**config.mk**
```make
export PLATFORM = sky130hd
export DESIGN_NAME = wts_key_event_generator_flat
export DESIGN_NICKNAME = d
export VERILOG_FILES = /design/src/rtl/wts_key_event_generator_if.sv /design/src/rtl/wts_key_event_generator.sv /design/src/flat_wrapper.sv
export SDC_FILE = /design/constraint.sdc
export NUM_CORES = 1
export LEC_CHECK = 0
export CORE_ASPECT_RATIO = 1.75
export CORE_UTILIZATION = 43
export DETAILED_ROUTE_END_ITERATION = 7
export PLACE_DENSITY = 0.73
export SETUP_SLACK_MARGIN = 0.1
export SLEW_MARGIN = 15
export SYNTH_ARGS = -nofsm -noshare
export SYNTH_HDL_FRONTEND = slang
export SYNTH_SLANG_ARGS = --single-unit
```
**constraint.sdc**
```tcl
create_clock -name clk -period 1.9 [get_ports clk]
set_input_delay 0.57 -clock clk [delete_from_list [all_inputs] [get_ports clk]]
set_output_delay 0.57 -clock clk [all_outputs]
set_load 0.02 [all_outputs]
```
**src/rtl/wts_key_event_generator_if.sv**
```systemverilog
// -----------------------------------------------------------------------------
// wts_key_event_generator_if
// Bundles the command/register inputs and the key-event outputs of one
// channel's key event generator.
//   master : register-file side (drives commands and timer settings,
//            observes pulses and status)
//   slave  : key event generator side
// Signals:
//   cmd_write      one-clk write strobe
//   cmd_data[2:0]  bit0 key-on, bit1 release, bit2 force-off request
//   reg_gate_time  auto-release delay in active ticks (0 = disabled)
//   reg_tail_time  auto-off delay after release in active ticks (0 = disabled)
//   key_on / key_release / key_off  one-active-period pulses
//   gate_busy      high while a note is held
//   req_pending    high while a captured request awaits issue
// -----------------------------------------------------------------------------
interface wts_key_event_generator_if #(
  parameter int GATE_W = 16,
  parameter int TAIL_W = 16
);
  logic              cmd_write;
  logic [2:0]        cmd_data;
  logic [GATE_W-1:0] reg_gate_time;
  logic [TAIL_W-1:0] reg_tail_time;
  logic              key_on;
  logic              key_release;
  logic              key_off;
  logic              gate_busy;
  logic              req_pending;

  modport master (
    output cmd_write, cmd_data, reg_gate_time, reg_tail_time,
    input  key_on, key_release, key_off, gate_busy, req_pending
  );

  modport slave (
    input  cmd_write, cmd_data, reg_gate_time, reg_tail_time,
    output key_on, key_release, key_off, gate_busy, req_pending
  );
endinterface

```
**src/rtl/wts_key_event_generator.sv**
```systemverilog
// -----------------------------------------------------------------------------
// wts_key_event_generator
// Turns CPU key commands into one-shot key_on / key_release / key_off pulses
// for one channel's ADSR envelope generator, with a programmable gate timer
// that releases the note automatically after a set number of active ticks.
//
// Ports:
//   clk     system clock
//   nreset  asynchronous active-low reset
//   active  timing strobe; pulses and timers advance only on active edges
//   bus     wts_key_event_generator_if.slave (commands, timer settings,
//           pulse outputs, gate_busy, req_pending)
//
// Optional feature (macro WTS_KEY_AUTO_OFF_EN):
//   When defined, a tail counter loaded on entry to RELEASED issues key_off
//   automatically reg_tail_time active ticks after the release pulse.
//   When undefined, reg_tail_time is ignored.
// -----------------------------------------------------------------------------
module wts_key_event_generator #(
  parameter int GATE_W = 16,
  parameter int TAIL_W = 16
) (
  input  logic                       clk,
  input  logic                       nreset,
  input  logic                       active,
  wts_key_event_generator_if.slave   bus
);

  typedef enum logic [1:0] {
    S_IDLE     = 2'd0,
    S_GATE     = 2'd1,
    S_RELEASED = 2'd2
  } state_t;

  state_t            r_state;
  logic [2:0]        r_pending;
  logic [GATE_W-1:0] r_gate_cnt;
  logic              r_key_on;
  logic              r_key_release;
  logic              r_key_off;
  logic              r_gate_busy;
  logic              r_req_pending;

  // A write landing on an active edge is folded in here so it is issued on
  // that same edge instead of waiting a whole active period.
  logic [2:0]        w_req;
  assign w_req = r_pending | (bus.cmd_write ? bus.cmd_data : 3'b000);

`ifdef WTS_KEY_AUTO_OFF_EN
  logic [TAIL_W-1:0] r_tail_cnt;
`else
  logic              w_tail_unused;
  assign w_tail_unused = ^bus.reg_tail_time;
`endif

  always_ff @(posedge clk or negedge nreset) begin
    if (!nreset) begin
      r_state       <= S_IDLE;
      r_pending     <= 3'b000;
      r_gate_cnt    <= '0;
      r_key_on      <= 1'b0;
      r_key_release <= 1'b0;
      r_key_off     <= 1'b0;
      r_gate_busy   <= 1'b0;
      r_req_pending <= 1'b0;
`ifdef WTS_KEY_AUTO_OFF_EN
      r_tail_cnt    <= '0;
`endif
    end else if (active) begin
      // Every active edge consumes all pending requests: the winner is
      // issued and lower-priority requests are discarded.
      r_pending     <= 3'b000;
      r_req_pending <= 1'b0;
      r_key_on      <= 1'b0;
      r_key_release <= 1'b0;
      r_key_off     <= 1'b0;

      if (w_req[2]) begin
        r_key_off   <= 1'b1;
        r_state     <= S_IDLE;
        r_gate_cnt  <= '0;
        r_gate_busy <= 1'b0;
`ifdef WTS_KEY_AUTO_OFF_EN
        r_tail_cnt  <= '0;
`endif
      end else if (w_req[0]) begin
        // Key-on (including retrigger) reloads the gate timer from the
        // register; later register changes do not disturb this count.
        r_key_on    <= 1'b1;
        r_state     <= S_GATE;
        r_gate_cnt  <= bus.reg_gate_time;
        r_gate_busy <= 1'b1;
`ifdef WTS_KEY_AUTO_OFF_EN
        r_tail_cnt  <= '0;
`endif
      end else begin
        case (r_state)
          S_GATE: begin
            // A count of 1 means this is the G-th edge after key-on; a
            // count of 0 (gate time 0) never expires.
            if (w_req[1] || (r_gate_cnt == GATE_W'(1))) begin
              r_key_release <= 1'b1;
              r_state       <= S_RELEASED;
              r_gate_cnt    <= '0;
              r_gate_busy   <= 1'b0;
`ifdef WTS_KEY_AUTO_OFF_EN
              r_tail_cnt    <= bus.reg_tail_time;
`endif
            end else if (r_gate_cnt != '0) begin
              r_gate_cnt <= r_gate_cnt - GATE_W'(1);
            end
          end
          S_RELEASED: begin
`ifdef WTS_KEY_AUTO_OFF_EN
            if (r_tail_cnt == TAIL_W'(1)) begin
              r_key_off  <= 1'b1;
              r_state    <= S_IDLE;
              r_tail_cnt <= '0;
            end else if (r_tail_cnt != '0) begin
              r_tail_cnt <= r_tail_cnt - TAIL_W'(1);
            end
`endif
          end
          default: begin
          end
        endcase
      end
    end else begin
      // Between active edges pulses hold and requests only accumulate.
      r_pending     <= w_req;
      r_req_pending <= |w_req;
    end
  end

  assign bus.key_on      = r_key_on;
  assign bus.key_release = r_key_release;
  assign bus.key_off     = r_key_off;
  assign bus.gate_busy   = r_gate_busy;
  assign bus.req_pending = r_req_pending;

endmodule

```
**src/flat_wrapper.sv**
```systemverilog
// flat-port wrapper written by rule: the top's interface ports become plain ports
module wts_key_event_generator_flat 
#(
  parameter int GATE_W = 16,
  parameter int TAIL_W = 16
)
  (clk, nreset, active, bus_cmd_write, bus_cmd_data, bus_reg_gate_time, bus_reg_tail_time, bus_key_on, bus_key_release, bus_key_off, bus_gate_busy, bus_req_pending);
  wts_key_event_generator_if #(.GATE_W(GATE_W), .TAIL_W(TAIL_W)) bus_i ();
  input  logic clk;
  input  logic nreset;
  input  logic active;
  input wire logic [$bits(bus_i.cmd_write)-1:0] bus_cmd_write;
  input wire logic [$bits(bus_i.cmd_data)-1:0] bus_cmd_data;
  input wire logic [$bits(bus_i.reg_gate_time)-1:0] bus_reg_gate_time;
  input wire logic [$bits(bus_i.reg_tail_time)-1:0] bus_reg_tail_time;
  output wire logic [$bits(bus_i.key_on)-1:0] bus_key_on;
  output wire logic [$bits(bus_i.key_release)-1:0] bus_key_release;
  output wire logic [$bits(bus_i.key_off)-1:0] bus_key_off;
  output wire logic [$bits(bus_i.gate_busy)-1:0] bus_gate_busy;
  output wire logic [$bits(bus_i.req_pending)-1:0] bus_req_pending;
  assign bus_i.cmd_write = bus_cmd_write;
  assign bus_i.cmd_data = bus_cmd_data;
  assign bus_i.reg_gate_time = bus_reg_gate_time;
  assign bus_i.reg_tail_time = bus_reg_tail_time;
  assign bus_key_on = bus_i.key_on;
  assign bus_key_release = bus_i.key_release;
  assign bus_key_off = bus_i.key_off;
  assign bus_gate_busy = bus_i.gate_busy;
  assign bus_req_pending = bus_i.req_pending;
  wts_key_event_generator #(.GATE_W(GATE_W), .TAIL_W(TAIL_W)) u_core (.clk(clk), .nreset(nreset), .active(active), .bus(bus_i));
endmodule
```
### Yosys cells after proc, flatten, opt, wreduce, memory -nomap -nowiden

Index checks and enable logic that the tools add are counted.

* input bits: 39
* logic and storage cells: 43
* memory bits (read-only): 0
* latch bits: 0
* memories: 0
* bits in writable memories: 0
* register bits after elaboration: 26

* bitwise operators: 1
* div/mod/pow operators: 0
* magnitude comparators: 0
* equal/unequal tests: 2
* muxes and demuxes: 23
* $add $sub $neg: 1
* shift operators: 0
* multiply operators: 0
* reductions and logical operators: 8

Operator list (count)
* 2-to-1 mux 16 bit: 5
* equality test 16 x 1 -> 1 bit, second input constant: 1
* nonzero test 16 bit: 1
* subtractor 16 x 1 -> 16 bit, second input constant: 1
* 2-to-1 mux 1 bit: 12
* 2-to-1 mux 2 bit: 4
* 2-to-1 mux 3 bit: 2
* AND reduction 3 bit: 2
* nonzero test 3 bit: 2
* nonzero test 4 bit: 1
* OR 3 bit: 1
* OR reduction 3 bit: 1
* equality test 2 x 1 -> 1 bit, second input constant: 1
* logical OR 1 bit: 1

### Logic depth before layout (Yosys ltp)

Gate-level depths: netlist of the first run.

* word-level depth: 7
* gate-level depth with buffers: 7
* gate-level depth less buffers: 7

### Worst setup path after synthesis of the first run

OpenSTA, ideal clock, no wires.

* path type: input to register
* start point: input bus_cmd_data[0]
* end point: register u_core.r_gate_cnt[4]
* cell stages on the path: 5
* data required time: 1773 ps
* data arrival time: 1867 ps
* setup time: 127 ps
* slack: -95 ps
* cell sequence: o21ai_0 nand3_1 o41ai_4 buf_6 o22ai_1

* cells in the longest elaborated chain, start to end: 4

RTL lines
* start: declaration: RTL line flat_wrapper.sv:13 `input wire logic [$bits(bus_i.cmd_data)-1:0] bus_cmd_data;`
* 2-to-1 mux 3 bit (*): RTL line wts_key_event_generator.sv:47 `assign w_req = r_pending | (bus.cmd_write ? bus.cmd_data : 3'b000);`
* OR 3 bit (*): RTL line wts_key_event_generator.sv:47
* nonzero test 4 bit (no source line), or another cell as far along
* AND reduction 3 bit (no source line) / 2-to-1 mux 16 bit (equally long branches)
* end signal: assignment: RTL line wts_key_event_generator.sv:91 `r_gate_cnt <= bus.reg_gate_time;`
* end signal: assignment: RTL line wts_key_event_generator.sv:110 `r_gate_cnt <= r_gate_cnt - GATE_W'(1);`
* end: declaration: RTL line wts_key_event_generator.sv:37 `logic [GATE_W-1:0] r_gate_cnt;`

Every way passes the cells marked *; elsewhere a longest branch is shown, timed or not.
A chain may end at the register's enable or synchronous reset.

### Final worst setup path of the first run

* start point: register u_core.r_gate_cnt[4]
* end point: register u_core.r_gate_cnt[8]

* cells in the longest elaborated chain, start to end: 6

RTL lines
* subtractor 16 x 1 -> 16 bit / equality test 16 x 1 -> 1 bit (equally long branches): RTL line wts_key_event_generator.sv:110, wts_key_event_generator.sv:101
* 2-to-1 mux 16 bit / logical OR 1 bit (equally long branches): RTL line wts_key_event_generator.sv:109, wts_key_event_generator.sv:101
* 2-to-1 mux 16 bit: RTL line wts_key_event_generator.sv:101 `if (w_req[1] || (r_gate_cnt == GATE_W'(1))) begin`
* 2-to-1 mux 16 bit: RTL line wts_key_event_generator.sv:97 `case (r_state)`
* 2-to-1 mux 16 bit: RTL line wts_key_event_generator.sv:86 `end else if (w_req[0]) begin`
* 2-to-1 mux 16 bit: RTL line wts_key_event_generator.sv:78 `if (w_req[2]) begin`

Several ways; a longest one is shown, not always the timed one. The select of a mux whose other input is x is not followed.

==> qor.yml, run 1 <==
status:
  outcome: "finished with violations"
  violations: "negative setup slack"
setup_path:
  crit_path_end_kind: "flop"
  crit_start: "u_core.r_gate_cnt[4]$_DFFE_PN0P_"
  worstRegToRegCells: 5
  reg2reg_slack_ns: -0.04
  rr_startpoint: "u_core.r_gate_cnt[4]$_DFFE_PN0P_"
  worstPathRequired_ns: 2.07
  cp_max_fo: 6
  crit_arrival_ns: 2.10
  crit_type: "reg2reg"
  regToRegEndpoint: "u_core.r_gate_cnt[8]$_DFFE_PN0P_"
  startpoint_type: "flop"
detailed_routing:
  wl_per_cell_um: 16.5
  dr.pass1.iters: 4
  route.detailed.drc: 0
  ant_nets: 0
  drt_iter0_drc: 49
  post_drt_via_cell_ratio: 5.71
  vias: 1712
  wl_um: 4960
logic_synthesis:
  synth.ff_latch_count: 25
  yosysUniqueCellTypes: 45
  synth_area_um2: 1540
  synth_flop_cell: "dfrtp_1"
  synth_common_cells: "dfrtp_1 (25), nand2_1 (17), nor2_1 (14)"
  synth_most_common_cell: "dfrtp_1"
  syn_area_per_cell_um2: 9.01
  yosysSeqAreaShare_pct: 40.6
  syn_nets: 213
  ys_warn_count: 0
  synth_top_area_share_pct: 40.6
  synth_edf_count: 0
  synth_cells: 171
  ys_async_sr_fraction_pct: 100
  yosys.area.top_type: "dfrtp_1"
  yosys-top-cells-area: "dfrtp_1 (41%), nand2_1 (4.1%), a32oi_1 (4.0%), o21ai_0 (3.6%), nor2_1 (3.4%)"
floorplan:
  die_x_um: 47.3
  rows: 28
  die-area_um2: 3840
  core_um2: 3400
  io_pins: 44
  die_h_um: 81.2
  start_util_pct: 45.4
pwr:
  power.density_nw_per_um2: 1170
  ir_worst_vdd_uv: 1070
  power.leakage_nw: 1.12
global_routing:
  antenna_found_initial: 0
  grt_overflow: 0
  grt_pass1_vias: 1793
  grt_pass1_wl_um: 7680
  grt_max_degree: 26
  grt_use_total_pct: 27.5
place:
  place.gp.congestion: 0.916
  port_buffers: 27
  dpl_worst_slack_ns: -0.529
  hpwl_um: 3640
  placed_area_um2: 2230
cts:
  cts_buffers: 3
  clock_latency_ns: 0.27
  cts_root_buf: "clkbuf_8"
  h-tree-depth: 1
  clock_sinks: 25
  cts.clk_slew.worst_paths_ns: 0.09
  cts_tree: "yes"
  clockBufferDepth: 2
layout:
  areaGrowthSynthToFinish_pct: 61.1
  drive_above_1_share_pct: 40.8
  nNetsFinal: 298
  fin_util_pct: 73.1
  antenna_cells: 0
  final_cell_area_um2: 2480
sta:
  worst_hold_slack_ns: 0.500
  fmax_mhz: 516
  rsz0062_at_grt: "yes"
  report.final.slew_viol_count: 0
  finalSetupViolCount: 3
  worst_pin_slew_ns: 0.392
  finalHoldViolCount: 0
  min_period_over_period_pct: 102
  finClkSkew_ns: 0.00209
  tns_ns: -0.0801
  fin_ws_ns: -0.0381
  relSlewSlack_pct: 73.8
  min_period_ns: 1.94
run:
  cap_violations: 0
hold_path:
  hp-start: "u_core.bus.key_off$_DFFE_PN0P_"
  min_path_cells: 1
  whs_endpoint: "u_core.bus.key_off$_DFFE_PN0P_"
  worstHoldPathType: "reg2reg"
==> layout make-up <==
class / count / area (um2)
fillers: 259 / 915
inverters: 10 / 37.5
well taps: 45 / 56.3
flip-flops and latches: 25 / 626
clock buffers: 4 / 45.0
multi-input cells: 130 / 987
repair buffers: 86 / 732
==> layer usage <==
metal	up-vias	share of wire, %	wire, um	global-route usage [%]
li1	812	-	-	-
met1	837	36	1780	29.9
met2	51	58	2880	50.0
met3	12	2.9	144	2.44
met4	0	3.1	153	12.3
met5	-	0	0	0
==> cell families (layout without fill, tap and decap cells) <==
| family | after synthesis | in the layout | share of synthesized area (%) |
|---|---|---|---|
| buffers and inverters | 16 | 100 | 5.28 |
| flip-flops | 25 | 25 | 40.6 |
| adder cells (fa/ha/maj) | 3 | 3 | 2.44 |
| AO/OA/AOI/OAI | 59 | 59 | 28.0 |
| XOR/XNOR | 2 | 2 | 1.14 |
| AND/OR/NAND/NOR | 66 | 66 | 22.6 |
==> how the worst max path moves through the flow <==
stage                                       end  slack [ns]
2_1_floorplan  u_core.r_gate_cnt[4]$_DFFE_PN0P_        0.04
3_3_place_gp   u_core.r_gate_cnt[8]$_DFFE_PN0P_       -0.48
3_5_place_dp   u_core.r_gate_cnt[8]$_DFFE_PN0P_       -0.53
4_1_cts        u_core.r_gate_cnt[8]$_DFFE_PN0P_       -0.01
5_1_grt        u_core.r_gate_cnt[8]$_DFFE_PN0P_        -0.1
6_report       u_core.r_gate_cnt[8]$_DFFE_PN0P_       -0.04
==> layout by cell type, fill, tap and decap left out, types with 3 or more instances in the layout <==
| cell | netlist | final |
|---|---|---|
| nor2b_1 | 3 | 3 |
| nand2_1 | 17 | 14 |
| o21ai_0 | 11 | 3 |
| clkbuf_2 | 0 | 3 |
| nand3_1 | 9 | 6 |
| nand3_2 | 1 | 3 |
| buf_6 | 2 | 7 |
| nor2_1 | 14 | 12 |
| dfrtp_1 | 25 | 25 |
| inv_1 | 10 | 9 |
| or2_2 | 3 | 3 |
| o2bb2ai_1 | 5 | 5 |
| nor3_1 | 7 | 5 |
| o22ai_1 | 4 | 4 |
| o21ai_2 | 0 | 5 |
| a21oi_1 | 9 | 8 |
| clkbuf_8 | 0 | 3 |
| clkdlybuf4s50_1 | 0 | 17 |
| dlygate4sd2_1 | 0 | 6 |
| buf_4 | 1 | 51 |
| a32oi_1 | 7 | 6 |
| o21ai_1 | 0 | 3 |
==> critical path: stages (launching register included) <==
cell and delay, ns:
dfrtp_1 0.43, nor4_4 0.41, nand2_4 0.10, o41a_1 0.51, buf_4 0.19, a22o_1 0.20
==> repair_timing <==
item | CTS | global route
hold buffers | 0 | 0
pin swaps | 17 | 10
setup buffers | 4 | 4
endpoints found under the setup margin | 23 | 21
gates resized for setup | 39 | 21
==> per-stage QoR <==
step | power [mW] | instances
after floorplan | 1.54 | 171
after global placement | 2.20 | 288
after detailed placement | 2.26 | 288
after CTS | 2.71 | 296
after global routing | 3.07 | 300
final | 2.90 | 300
==> where the power goes <==
group	total [mW]	leakage, nW	internal [mW]	switching [mW]
Sequential	0.770	0.329	0.656	0.114
Combinational	1.81	0.768	0.895	0.915
Clock	0.324	0.0228	0.150	0.173
Total	2.90	1.12	1.70	1.20
==> state kept, by name (all words and copies together), names as in the netlist <==
register                count
u_core.bus.key_release      1
u_core.bus.key_on           1
u_core.r_pending            3
u_core.bus.key_off          1
u_core.r_gate_cnt          16
u_core.r_state              2
u_core.bus.req_pending      1
No activity file was read; power rests on OpenSTA's default activity.
==> inputs of run 2 (changes only) <==
Settings changed: SKIP_LAST_GASP from default to 1.
==> run 2 against run 1 <==
The flow still finishes with violations (negative setup slack). First-iteration DRC count is 6.1% higher. Critical path depth stayed put. Combinational power hardly changed. Clock skew is 0.0011 ns higher. Design area is 0.10% lower. Worst hold slack worse by 0.00088 ns. Register-to-register slack hardly changed. Die area stayed put. Clock power hardly changed. Sequential power hardly changed. Utilization is 0.074 points lower. Sequential share of layout area hardly changed. Critical endpoint unchanged.
==> qor.yml, run 2 (same netlist as run 1, synthesis figures left out) <==
global_routing:
  grtUsageMet3_pct: 2.44  # unchanged
  grt_pass1_vias: 1793  # unchanged
  grtUsageMet1_pct: 29.9  # unchanged
  grt_use_total_pct: 27.5  # unchanged
  grt_max_degree: 26  # unchanged
  grt_pass1_wl_um: 7680  # unchanged
  met2_usage_pct: 50.0  # unchanged
  antenna_found_initial: 0  # unchanged
  busiest_layer: "met2"
  grt_overflow: 0  # unchanged
detailed_routing:
  post_drt_via_cell_ratio: 5.71  # unchanged
  ant_nets: 0  # unchanged
  dr.pass1.iters: 4  # unchanged
  wl_per_cell_um: 16.5  # -0.24%
  drt_iter0_drc: 52  # +6.1%
  route.detailed.drc: 0  # unchanged
  vias: 1712  # unchanged
  wl_um: 4940  # -0.24%
sta:
  fmax_mhz: 513  # -0.63%
  min_period_ns: 1.95  # +0.0124 ns
  worst_pin_slew_ns: 0.367  # -0.0243 ns
  min_period_over_period_pct: 103  # +0.65 points
  worst_hold_slack_ns: 0.499  # -0.000879 ns
  finalHoldViolCount: 0  # unchanged
  report.final.slew_viol_count: 0  # unchanged
  finClkSkew_ns: 0.00319  # +0.00109 ns
  finalSetupViolCount: 4  # +1
  fin_ws_ns: -0.0505  # -0.0124 ns
  tns_ns: -0.108  # -0.0278 ns
  relSlewSlack_pct: 75.4  # +1.6 points
  rsz0062_at_grt: "yes"
status:
  outcome: "finished with violations"
  violations: "negative setup slack"
setup_path:
  slowest_delay_ns: 0.51  # about the same
  startpoint_type: "flop"
  cp_top_family: "compound AO/OA/AOI/OAI gates"
  critical_path_buf_inv_count: 1  # unchanged
  crit_path_end_kind: "flop"
  worst_path_max_delay_cell: "o41a_1"
  reg2reg_slack_ns: -0.05  # about the same
  rr_startpoint: "u_core.r_gate_cnt[4]$_DFFE_PN0P_"
  crit_chain: "nor4_4 -> nand2_4 -> o41a_1 -> buf_4 -> a22o_1"
  worstPathRequired_ns: 2.06  # about the same
  crit_cells: 5  # unchanged
  cp_max_fo: 6  # unchanged
  worstRegToRegCells: 5  # unchanged
  regToRegEndpoint: "u_core.r_gate_cnt[8]$_DFFE_PN0P_"
  crit_type: "reg2reg"
  crit_arrival_ns: 2.11  # about the same
floorplan:
  io_pins: 44  # unchanged
  core_um2: 3400  # unchanged
  die-area_um2: 3840  # unchanged
  die_x_um: 47.3  # unchanged
  die_h_um: 81.2  # unchanged
  start_util_pct: 45.4  # unchanged
  rows: 28  # unchanged
pwr:
  ir_worst_vdd_uv: 1070  # +0.23%
  power.density_nw_per_um2: 1170  # -0.27%
  power.leakage_nw: 1.12  # about the same
  power_mw: 2.89  # -0.37%
hold_path:
  min_path_cells: 1  # unchanged
  worstHoldPathType: "reg2reg"
  whs_endpoint: "u_core.bus.key_off$_DFFE_PN0P_"
  hp-start: "u_core.bus.key_off$_DFFE_PN0P_"
layout:
  antenna_cells: 0  # unchanged
  regArea_um2: 626  # unchanged
  biggestRegsByFlops: "u_core.r_gate_cnt (16), u_core.r_pending (3), u_core.r_state (2)"
  final_cell_mix: "buf_4 (51), dfrtp_1 (25), clkdlybuf4s50_1 (17), nand2_1 (14), nor2_1 (13)"
  multi_input_area_um2: 985  # -0.25%
  drive_above_1_share_pct: 40.4  # -0.39 points
  final_common_cell: "buf_4"
  final_cell_area_um2: 2480  # -0.10%
  stdcell_count: 300  # unchanged
  nFillCells: 258  # -0.39%
  nNetsFinal: 298  # unchanged
  areaGrowthSynthToFinish_pct: 61.0
  largest_register: "u_core.r_gate_cnt"
  fin_util_pct: 73.0  # -0.074 points
  largest_reg_flops: 16  # unchanged
place:
  placed_area_um2: 2230  # unchanged
  port_buffers: 27  # unchanged
  hpwl_um: 3640  # unchanged
  dp_cells: 288  # unchanged
  place.gp.congestion: 0.916  # unchanged
  dpl_worst_slack_ns: -0.529  # unchanged
cts:
  cts_buffers: 3  # unchanged
  cts.clk_slew.worst_paths_ns: 0.09  # about the same
  clock_sinks: 25  # unchanged
  cts_tree: "yes"
  cts_root_buf: "clkbuf_8"
  h-tree-depth: 1  # unchanged
  clockBufferDepth: 2  # unchanged
  clock_latency_ns: 0.27  # about the same
run:
  cap_violations: 0  # unchanged
-- run 2: cell counts in the layout (fill, tap and decap cells not counted) --
Identical to the previous run, type by type.
-- run 2: layer usage --
metal | wire, um | vias to the layer above
met5 | 0 | -
met4 | 160 | 0
met3 | 127 | 14
met2 | 2840 | 49
met1 | 1810 | 837
li1 | - | 812
-- run 2: area by class of cell --
class	count	share of cell area, %
multi-input cells	130	39.7
clock buffers	4	1.82
inverters	10	1.51
repair buffers	86	29.5
flip-flops and latches	25	25.2
well taps	45	2.27
-- run 2: worst max-delay path by stage --
stage                                     start                                to  slack, ns
2_1_floorplan  u_core.r_gate_cnt[4]$_DFFE_PN0P_  u_core.r_gate_cnt[4]$_DFFE_PN0P_       0.04
6_report       u_core.r_gate_cnt[4]$_DFFE_PN0P_  u_core.r_gate_cnt[8]$_DFFE_PN0P_      -0.05
3_5_place_dp                    bus_cmd_data[0]  u_core.r_gate_cnt[8]$_DFFE_PN0P_      -0.53
5_1_grt        u_core.r_gate_cnt[9]$_DFFE_PN0P_  u_core.r_gate_cnt[8]$_DFFE_PN0P_       -0.1
3_3_place_gp                    bus_cmd_data[0]  u_core.r_gate_cnt[8]$_DFFE_PN0P_      -0.48
4_1_cts        u_core.r_gate_cnt[7]$_DFFE_PN0P_  u_core.r_gate_cnt[8]$_DFFE_PN0P_      -0.01
-- run 2: worst reg2reg max path, cell delays in order (launching register included) --
cell     delay, ns
dfrtp_1       0.43
nor4_4        0.40
nand2_4       0.10
o41a_1        0.51
buf_4         0.20
a22o_1        0.20
-- run 2: what timing repair did --
item,4_1_cts,5_1_grt
gates cloned,0,0
pin swaps,17,10
endpoints found under the setup margin,23,21
gates resized for setup,39,20
buffers inserted,4,4
hold buffers,0,0
-- run 2: power by group --
part / switching, mW / internal [mW] / total [mW]
clock network: 0.171 / 0.150 / 0.321
logic: 0.907 / 0.894 / 1.80
registers: 0.115 / 0.656 / 0.772
total: 1.19 / 1.70 / 2.89
==> inputs of run 3 (changes only) <==
Settings changed: ABC_AREA from default to 0.
==> results of run 3 <==
The final DEF is identical to that of run 2; final timing and power are the same.
